<file path="src/rtl/clk_en_gen_if.sv">
// Control and strobe bundle for clk_en_gen: the run/resync controls going in,
// the nested enable strobes and phase counters coming out.
interface clk_en_gen_if #(
  parameter int SAM_DIV = 4,
  parameter int SYM_DIV = 4
);
  localparam int SAM_W = (SAM_DIV > 1) ? $clog2(SAM_DIV) : 1;
  localparam int SYM_W = (SYM_DIV > 1) ? $clog2(SYM_DIV) : 1;

  logic             en;
  logic             sync;
  logic             sys_clk_en;
  logic             sam_clk_en;
  logic             sym_clk_en;
  logic             sam2x_clk_en;
  logic [SAM_W-1:0] sam_phase;
  logic [SYM_W-1:0] sym_phase;

  modport master (
    output en, sync,
    input  sys_clk_en, sam_clk_en, sym_clk_en, sam2x_clk_en, sam_phase, sym_phase
  );

  modport slave (
    input  en, sync,
    output sys_clk_en, sam_clk_en, sym_clk_en, sam2x_clk_en, sam_phase, sym_phase
  );
endinterface

</file>
<file path="src/rtl/clk_en_gen.sv">
// Nested system/sample/symbol clock-enable generator with run/hold and phase resync.
// Optional half-sample strobe sam2x_clk_en is built only when CLK_EN_GEN_SAM2X_EN is defined.
module clk_en_gen #(
  parameter int SYS_DIV = 2,
  parameter int SAM_DIV = 4,
  parameter int SYM_DIV = 4
) (
  input logic        clk,
  input logic        reset,
  clk_en_gen_if.slave bus
);
  localparam int SYS_W = (SYS_DIV > 1) ? $clog2(SYS_DIV) : 1;
  localparam int SAM_W = (SAM_DIV > 1) ? $clog2(SAM_DIV) : 1;
  localparam int SYM_W = (SYM_DIV > 1) ? $clog2(SYM_DIV) : 1;

  localparam logic [SYS_W-1:0] SYS_LAST = SYS_W'(SYS_DIV - 1);
  localparam logic [SAM_W-1:0] SAM_LAST = SAM_W'(SAM_DIV - 1);
  localparam logic [SYM_W-1:0] SYM_LAST = SYM_W'(SYM_DIV - 1);

  logic [SYS_W-1:0] r_sysCnt;
  logic [SAM_W-1:0] r_samCnt;
  logic [SYM_W-1:0] r_symCnt;
  logic             r_sysEn;
  logic             r_samEn;
  logic             r_symEn;

  logic             w_tS;
  logic             w_tA;
  logic             w_tY;
  logic [SYS_W-1:0] w_sysNext;
  logic [SAM_W-1:0] w_samNext;
  logic [SYM_W-1:0] w_symNext;

  // A DIV of 1 makes its counter stick at 0 with the terminal flag always true.
  always_comb begin
    w_tS      = (r_sysCnt == SYS_LAST);
    w_tA      = w_tS && (r_samCnt == SAM_LAST);
    w_tY      = w_tA && (r_symCnt == SYM_LAST);
    w_sysNext = w_tS ? '0 : r_sysCnt + SYS_W'(1);
    w_samNext = r_samCnt;
    w_symNext = r_symCnt;
    if (w_tS) w_samNext = w_tA ? '0 : r_samCnt + SAM_W'(1);
    if (w_tA) w_symNext = w_tY ? '0 : r_symCnt + SYM_W'(1);
  end

  always_ff @(posedge clk) begin
    if (!reset) begin
      r_sysCnt <= '0;
      r_samCnt <= '0;
      r_symCnt <= '0;
      r_sysEn  <= 1'b0;
      r_samEn  <= 1'b0;
      r_symEn  <= 1'b0;
    end else if (bus.sync) begin
      r_sysCnt <= '0;
      r_samCnt <= '0;
      r_symCnt <= '0;
      r_sysEn  <= 1'b0;
      r_samEn  <= 1'b0;
      r_symEn  <= 1'b0;
    end else if (!bus.en) begin
      r_sysEn  <= 1'b0;
      r_samEn  <= 1'b0;
      r_symEn  <= 1'b0;
    end else begin
      r_sysCnt <= w_sysNext;
      r_samCnt <= w_samNext;
      r_symCnt <= w_symNext;
      r_sysEn  <= w_tS;
      r_samEn  <= w_tA;
      r_symEn  <= w_tY;
    end
  end

  assign bus.sys_clk_en = r_sysEn;
  assign bus.sam_clk_en = r_samEn;
  assign bus.sym_clk_en = r_symEn;
  assign bus.sam_phase  = r_samCnt;
  assign bus.sym_phase  = r_symCnt;

`ifdef CLK_EN_GEN_SAM2X_EN
  localparam logic [SAM_W-1:0] SAM_HALF = SAM_W'(SAM_DIV / 2 - 1);

  if ((SAM_DIV < 2) || ((SAM_DIV % 2) != 0)) begin : g_badSam2x
    $error("clk_en_gen: half-sample strobe needs an even SAM_DIV of at least 2");
  end

  logic r_sam2xEn;

  // Second strobe lands mid-sample, so the pair is evenly spaced.
  always_ff @(posedge clk) begin
    if (!reset) begin
      r_sam2xEn <= 1'b0;
    end else if (bus.sync || !bus.en) begin
      r_sam2xEn <= 1'b0;
    end else begin
      r_sam2xEn <= w_tA || (w_tS && (r_samCnt == SAM_HALF));
    end
  end

  assign bus.sam2x_clk_en = r_sam2xEn;
`else
  assign bus.sam2x_clk_en = 1'b0;
`endif
endmodule
</file>
<file path="src/flat_wrapper.sv">
// flat-port wrapper written by rule: the top's interface ports become plain ports
module clk_en_gen_flat 
#(
  parameter int SYS_DIV = 2,
  parameter int SAM_DIV = 4,
  parameter int SYM_DIV = 4
)
  (clk, reset, bus_en, bus_sync, bus_sys_clk_en, bus_sam_clk_en, bus_sym_clk_en, bus_sam2x_clk_en, bus_sam_phase, bus_sym_phase);
  clk_en_gen_if #(.SAM_DIV(SAM_DIV), .SYM_DIV(SYM_DIV)) bus_i ();
  input logic clk;
  input logic reset;
  input wire logic [$bits(bus_i.en)-1:0] bus_en;
  input wire logic [$bits(bus_i.sync)-1:0] bus_sync;
  output wire logic [$bits(bus_i.sys_clk_en)-1:0] bus_sys_clk_en;
  output wire logic [$bits(bus_i.sam_clk_en)-1:0] bus_sam_clk_en;
  output wire logic [$bits(bus_i.sym_clk_en)-1:0] bus_sym_clk_en;
  output wire logic [$bits(bus_i.sam2x_clk_en)-1:0] bus_sam2x_clk_en;
  output wire logic [$bits(bus_i.sam_phase)-1:0] bus_sam_phase;
  output wire logic [$bits(bus_i.sym_phase)-1:0] bus_sym_phase;
  assign bus_i.en = bus_en;
  assign bus_i.sync = bus_sync;
  assign bus_sys_clk_en = bus_i.sys_clk_en;
  assign bus_sam_clk_en = bus_i.sam_clk_en;
  assign bus_sym_clk_en = bus_i.sym_clk_en;
  assign bus_sam2x_clk_en = bus_i.sam2x_clk_en;
  assign bus_sam_phase = bus_i.sam_phase;
  assign bus_sym_phase = bus_i.sym_phase;
  clk_en_gen #(.SYS_DIV(SYS_DIV), .SAM_DIV(SAM_DIV), .SYM_DIV(SYM_DIV)) u_core (.clk(clk), .reset(reset), .bus(bus_i));
endmodule
</file>
<file path="config.mk">
export PLATFORM = sky130hd
export DESIGN_NAME = clk_en_gen_flat
export DESIGN_NICKNAME = d
export VERILOG_FILES = /design/src/rtl/clk_en_gen_if.sv /design/src/rtl/clk_en_gen.sv /design/src/flat_wrapper.sv
export SDC_FILE = /design/constraint.sdc
export NUM_CORES = 1
export LEC_CHECK = 0
export ABC_CLOCK_PERIOD_IN_PS = 1250
export CAP_MARGIN = 20
export CORE_AREA = 10 10 47 49
export CTS_BUF_LIST = sky130_fd_sc_hd__clkbuf_2
export DETAILED_ROUTE_END_ITERATION = 8
export DIE_AREA = 0 0 57 59
export GPL_TIMING_DRIVEN = 0
export SLEW_MARGIN = 20
export SYNTH_ARGS = -nofsm -noshare
export SYNTH_HDL_FRONTEND = slang
export SYNTH_SLANG_ARGS = --single-unit
</file>
<file path="constraint.sdc">
create_clock -name clk -period 1.25 [get_ports clk]
set_clock_uncertainty 0.1 [all_clocks]
set_input_delay 0.125 -clock clk [delete_from_list [all_inputs] [get_ports clk]]
set_output_delay 0.125 -clock clk [all_outputs]
set_load 0.1 [all_outputs]
</file>
; Word level (Yosys, flattened, before mapping)
; Cells that the tools add are included.
[totals]
ff_bits = 8
latch_bits = 0
ramBits = 0
rom_bits = 0
input_bits = 4
word_cells = 22
n_memories = 0
[op_classes]
addsub = 3
mul = 0
div = 0
order_cmp = 0
eq_ne = 2
n_shift = 0
mux = 3
bitwise = 2
reduce_logical = 6
[op_table]
columns = operator, count
row1 = $add 2x1->2 const B, 2
row2 = $eq 2x2->1 const B, 2
row3 = $mux 2, 2
row4 = $reduce_and 2->1, 2
row5 = $reduce_or 3->1, 1
row6 = $logic_and 1x1->1, 2
row7 = $not 1->1, 2
row8 = $reduce_or 2->1, 1
row9 = $add 1x1->1 const B, 1
row10 = $mux 1, 1

; Depth between registers and ports, before layout
[logic_depth]
word_depth = 4
mapped_depth = 3

; Least setup slack after synthesis
; Ideal clock, no wire load.
[synth_timing]
path_type = reg-to-reg
start = register u_core.r_samCnt[0] (netlist: u_core.bus.sam_phase[0])
end = register u_core.r_symCnt[0] (netlist: u_core.bus.sym_phase[0])
t_arrival_ns = 1.637
required_time_ns = 1.078
slack_ns = -0.559
path_stages_with_launch = 4
period_less_slack_ns = 1.809
cell_sequence = dfxtp_1 ha_1 and3_1 mux2i_1
[synth_between]
elab_chain_len = 4
word_cells_on_any_way = 5
[synth_lines]
columns = item, line
row1 = "start, declared", clk_en_gen.sv:21  ; logic [SAM_W-1:0] r_samCnt;
row2 = "start signal, assigned", clk_en_gen.sv:67  ; r_samCnt <= w_samNext;
row3 = $eq 2x2->1 (*), clk_en_gen.sv:37  ; w_tA = w_tS && (r_samCnt == SAM_LAST);
row4 = $logic_and 1x1->1 (*), clk_en_gen.sv:37
row5 = $logic_and 1x1->1, clk_en_gen.sv:38  ; w_tY = w_tA && (r_symCnt == SYM_LAST);
row6 = $mux 2, clk_en_gen.sv:43  ; if (w_tA) w_symNext = w_tY ? '0 : r_symCnt + SYM_W'(1);
row7 = "end signal, assigned", clk_en_gen.sv:68  ; r_symCnt <= w_symNext;
row8 = "end, declared", clk_en_gen.sv:22  ; logic [SYM_W-1:0] r_symCnt;
; Every way passes the cells marked *; elsewhere a longest branch is shown, timed or not.
; A chain may end at the register's enable or synchronous reset.

; Worst setup path in the final report
[layout_timing]
start = register u_core.r_symCnt[0] (netlist: u_core.bus.sym_phase[0])
end = register u_core.r_symCnt[0] (netlist: u_core.bus.sym_phase[0])
[layout_between]
elab_chain_len = 3
word_cells_on_any_way = 4
[layout_lines]
columns = item, line
row1 = "parallel branches: the longest is 2 deep, another holds $add 2x1->2", --
row2 = $mux 2 (*), clk_en_gen.sv:43
; Every way passes the cells marked *.

==> results.yml <==
sta:
  rsz0062_at_grt: "yes"
  period_minus_slack_ps: 1270
  setup_viol_count_final: 1
  fin_ws_ps: -20.9
  final-hold-violation-count: 0
  finalMaxSlewViolations: 0
  period_share: 1.02
  fmax_ghz: 0.787
layout:
  finalNetCount: 54
  area_growth_pct: 45.3
  stdcell_area_um2: 498
  diodes: 0
  fillers: 161
  fin_util: 0.355
  drive_gt1_frac: 0.435
pwr:
  power.leakage_nw: 0.191
  p_switching_uw: 123
  p_clk_frac: 0.332
  power_density_mw_per_mm2: 916
  p_int_uw: 333
  p_comb_frac: 0.113
  pwr-share-seq: 0.555
  total_power_uw: 456
  peakVddDrop_uv: 414
  netSwitchingFraction: 0.269
critical_path:
  cp.required_ps: 1310
  crit_type: "reg2reg"
  r2r_slack_ps: -20
  worstRegToRegCells: 3
  cp-end-kind: "flip-flop"
  crit_arrival_ps: 1330
  start_kind: "flip-flop"
  cp_max_fo: 4
logic_synthesis:
  synth-seq-area-share: 0.467
  postSynthCellCount: 33
  syn_avg_cell_area_um2: 10.4
  synth_cell_types: 18
  synth_nets: 39
  synth_area_leaders: "dfxtp_1 (47%), ha_1 (7.3%), nand3b_1 (6.6%), a21bo_2 (5.8%), mux2i_1 (5.8%)"
  synth-seq-cells: 8
  synth.largest_area_cell: "dfxtp_1"
  synth_warnings: 0
  syn-cell-area_um2: 343
  synth_top_area_frac: 0.467
floorplanning:
  core_mm2: 0.00140
  die_area_mm2: 0.00336
  die_x_um: 57
  floorplan.initialDensity: 0.245
  rows: 14
  die_h_um: 59
  ios: 12
flow_run:
  max_cap_violations: 0
clocking:
  path_clk_slew_ps: 80
  clock_latency_ps: 230
  htreeDepth: 1
  cts_buffer_depth: 2
  cts_tree: "yes"
  cts-buffers-inserted: 3
  cts_resized: 39
  holdBufCountCts: 0
  root_buffer: "clkbuf_2"
  cts_setup_buffers: 0
  cts_sinks: 8
route:
  drtIter0Drc: 2
  num_vias: 260
  first_pass_iters: 3
  wl_um: 706
  wl_per_cell_um: 11.4
  antenna_left: 0
  via_per_inst: 4.19
  drc_errors: 0
placed_design:
  portBuffers: 10
  gp_congestion: 0.662
  postPlaceCellArea_um2: 508
  post-dp-hpwl_um: 543
global_route:
  grt_pass1_wl_um: 1210
  grt.total_usage: 0.0460
  overflow: 0
  grt_pass1_vias: 272
  grt_max_degree: 8
  antenna_found_initial: 0
outcome:
  outcome: "finished, violations left"
  violations: "setup timing"
min_path:
  holdPathStages: 2
  hp-class: "reg2reg"
cell families (layout without fill, tap and decap cells):
logic type / count (synthesis) / in the layout / synth area share
AND/OR/NAND/NOR: 14 / 14 / 0.255
flip-flops: 8 / 8 / 0.467
AO/OA/AOI/OAI: 4 / 4 / 0.0876
adder cells (fa/ha/maj): 2 / 2 / 0.0730
multiplexers: 2 / 2 / 0.0584
other: 1 / 1 / 0.0109
XOR/XNOR: 1 / 1 / 0.0256
buffers and inverters: 1 / 14 / 0.0219
Yosys cell counts:
cell,instances
mux2i_1,2
nor2_1,2
or4b_1,1
nand3b_1,3
nand2_1,2
nand4bb_1,1
a21bo_2,2
buf_4,1
nand2b_1,1
ha_1,2
nor3_1,1
nor2b_1,1
and3_1,1
nand3_1,1
dfxtp_1,8
a21oi_1,2
conb_1,1
xnor2_1,1
cells in the final DEF (no fill, tap or decap), drive strengths merged:
cell type / instances
a21bo: 2
a21oi: 2
and3: 1
buf: 8
clkbuf: 3
clkdlybuf4s50: 3
conb: 1
dfxtp: 8
ha: 2
mux2i: 2
nand2: 2
nand2b: 1
nand3: 1
nand3b: 3
nand4bb: 1
nor2: 2
nor2b: 1
nor3: 1
or4b: 1
xnor2: 1
final timing paths:
path / from / to
worst max-delay path: u_core.bus.sym_phase[0]$_SDFFE_PP0P_ / u_core.bus.sym_phase[0]$_SDFFE_PP0P_
worst min-delay path: u_core.bus.sym_phase[1]$_SDFFE_PP0P_ / u_core.bus.sym_phase[1]$_SDFFE_PP0P_
worst max register to register: u_core.bus.sym_phase[0]$_SDFFE_PP0P_ / u_core.bus.sym_phase[0]$_SDFFE_PP0P_
worst min register to register: u_core.bus.sym_phase[1]$_SDFFE_PP0P_ / u_core.bus.sym_phase[1]$_SDFFE_PP0P_
critical path, cell delays in order (launching register included):
cell	delay (ps)
dfxtp_4	370
ha_4	150
or4b_1	450
mux2i_1	130
cell type report:
type / instances / area [um2] / share of cell area
multi-input cells: 24 / 205 / 0.412
well taps: 16 / 20.0 / 0.0402
repair buffers: 10 / 75.1 / 0.151
flip-flops and latches: 8 / 175 / 0.352
clock buffers: 3 / 15.0 / 0.0302
plain buffers: 1 / 7.51 / 0.0151
flip-flops by register name, summed over array words and instances (netlist names):
signal / cells
u_core.bus.sys_clk_en: 1
u_core.bus.sam_phase: 2
u_core.bus.sam_clk_en: 1
u_core.bus.sym_clk_en: 1
u_core.r_sysCnt: 1
u_core.bus.sym_phase: 2
power groups by stage:
stage	clock network [mW]	registers, mW	logic, mW
floorplan	0	0.265	0.0274
global placement	0	0.259	0.0517
detailed placement	0	0.259	0.0522
CTS	0.158	0.253	0.0518
global route	0.172	0.254	0.0551
finish	0.151	0.253	0.0517
layer usage:
layer,GRT usage,part of all wire,vias to the layer above
met1,0.0552,0.49,112
met2,0.0543,0.40,8
met4,0.0302,0,0
met3,0.0343,0.11,0
li1,-,-,140
met5,0,0,-
per-stage QoR:
step | cells | setup WS [ps] | hold WS [ps] | TNS [ps]
floorplan | 33 | -123 | 162 | -123
global placement | 59 | -463 | 419 | -3300
detailed placement | 59 | -462 | 420 | -3300
CTS | 62 | -32.3 | 434 | -32.3
global route | 62 | -75.9 | 459 | -75.9
finish | 62 | -20.9 | 427 | -20.9
(Power assumes the default switching activity.)
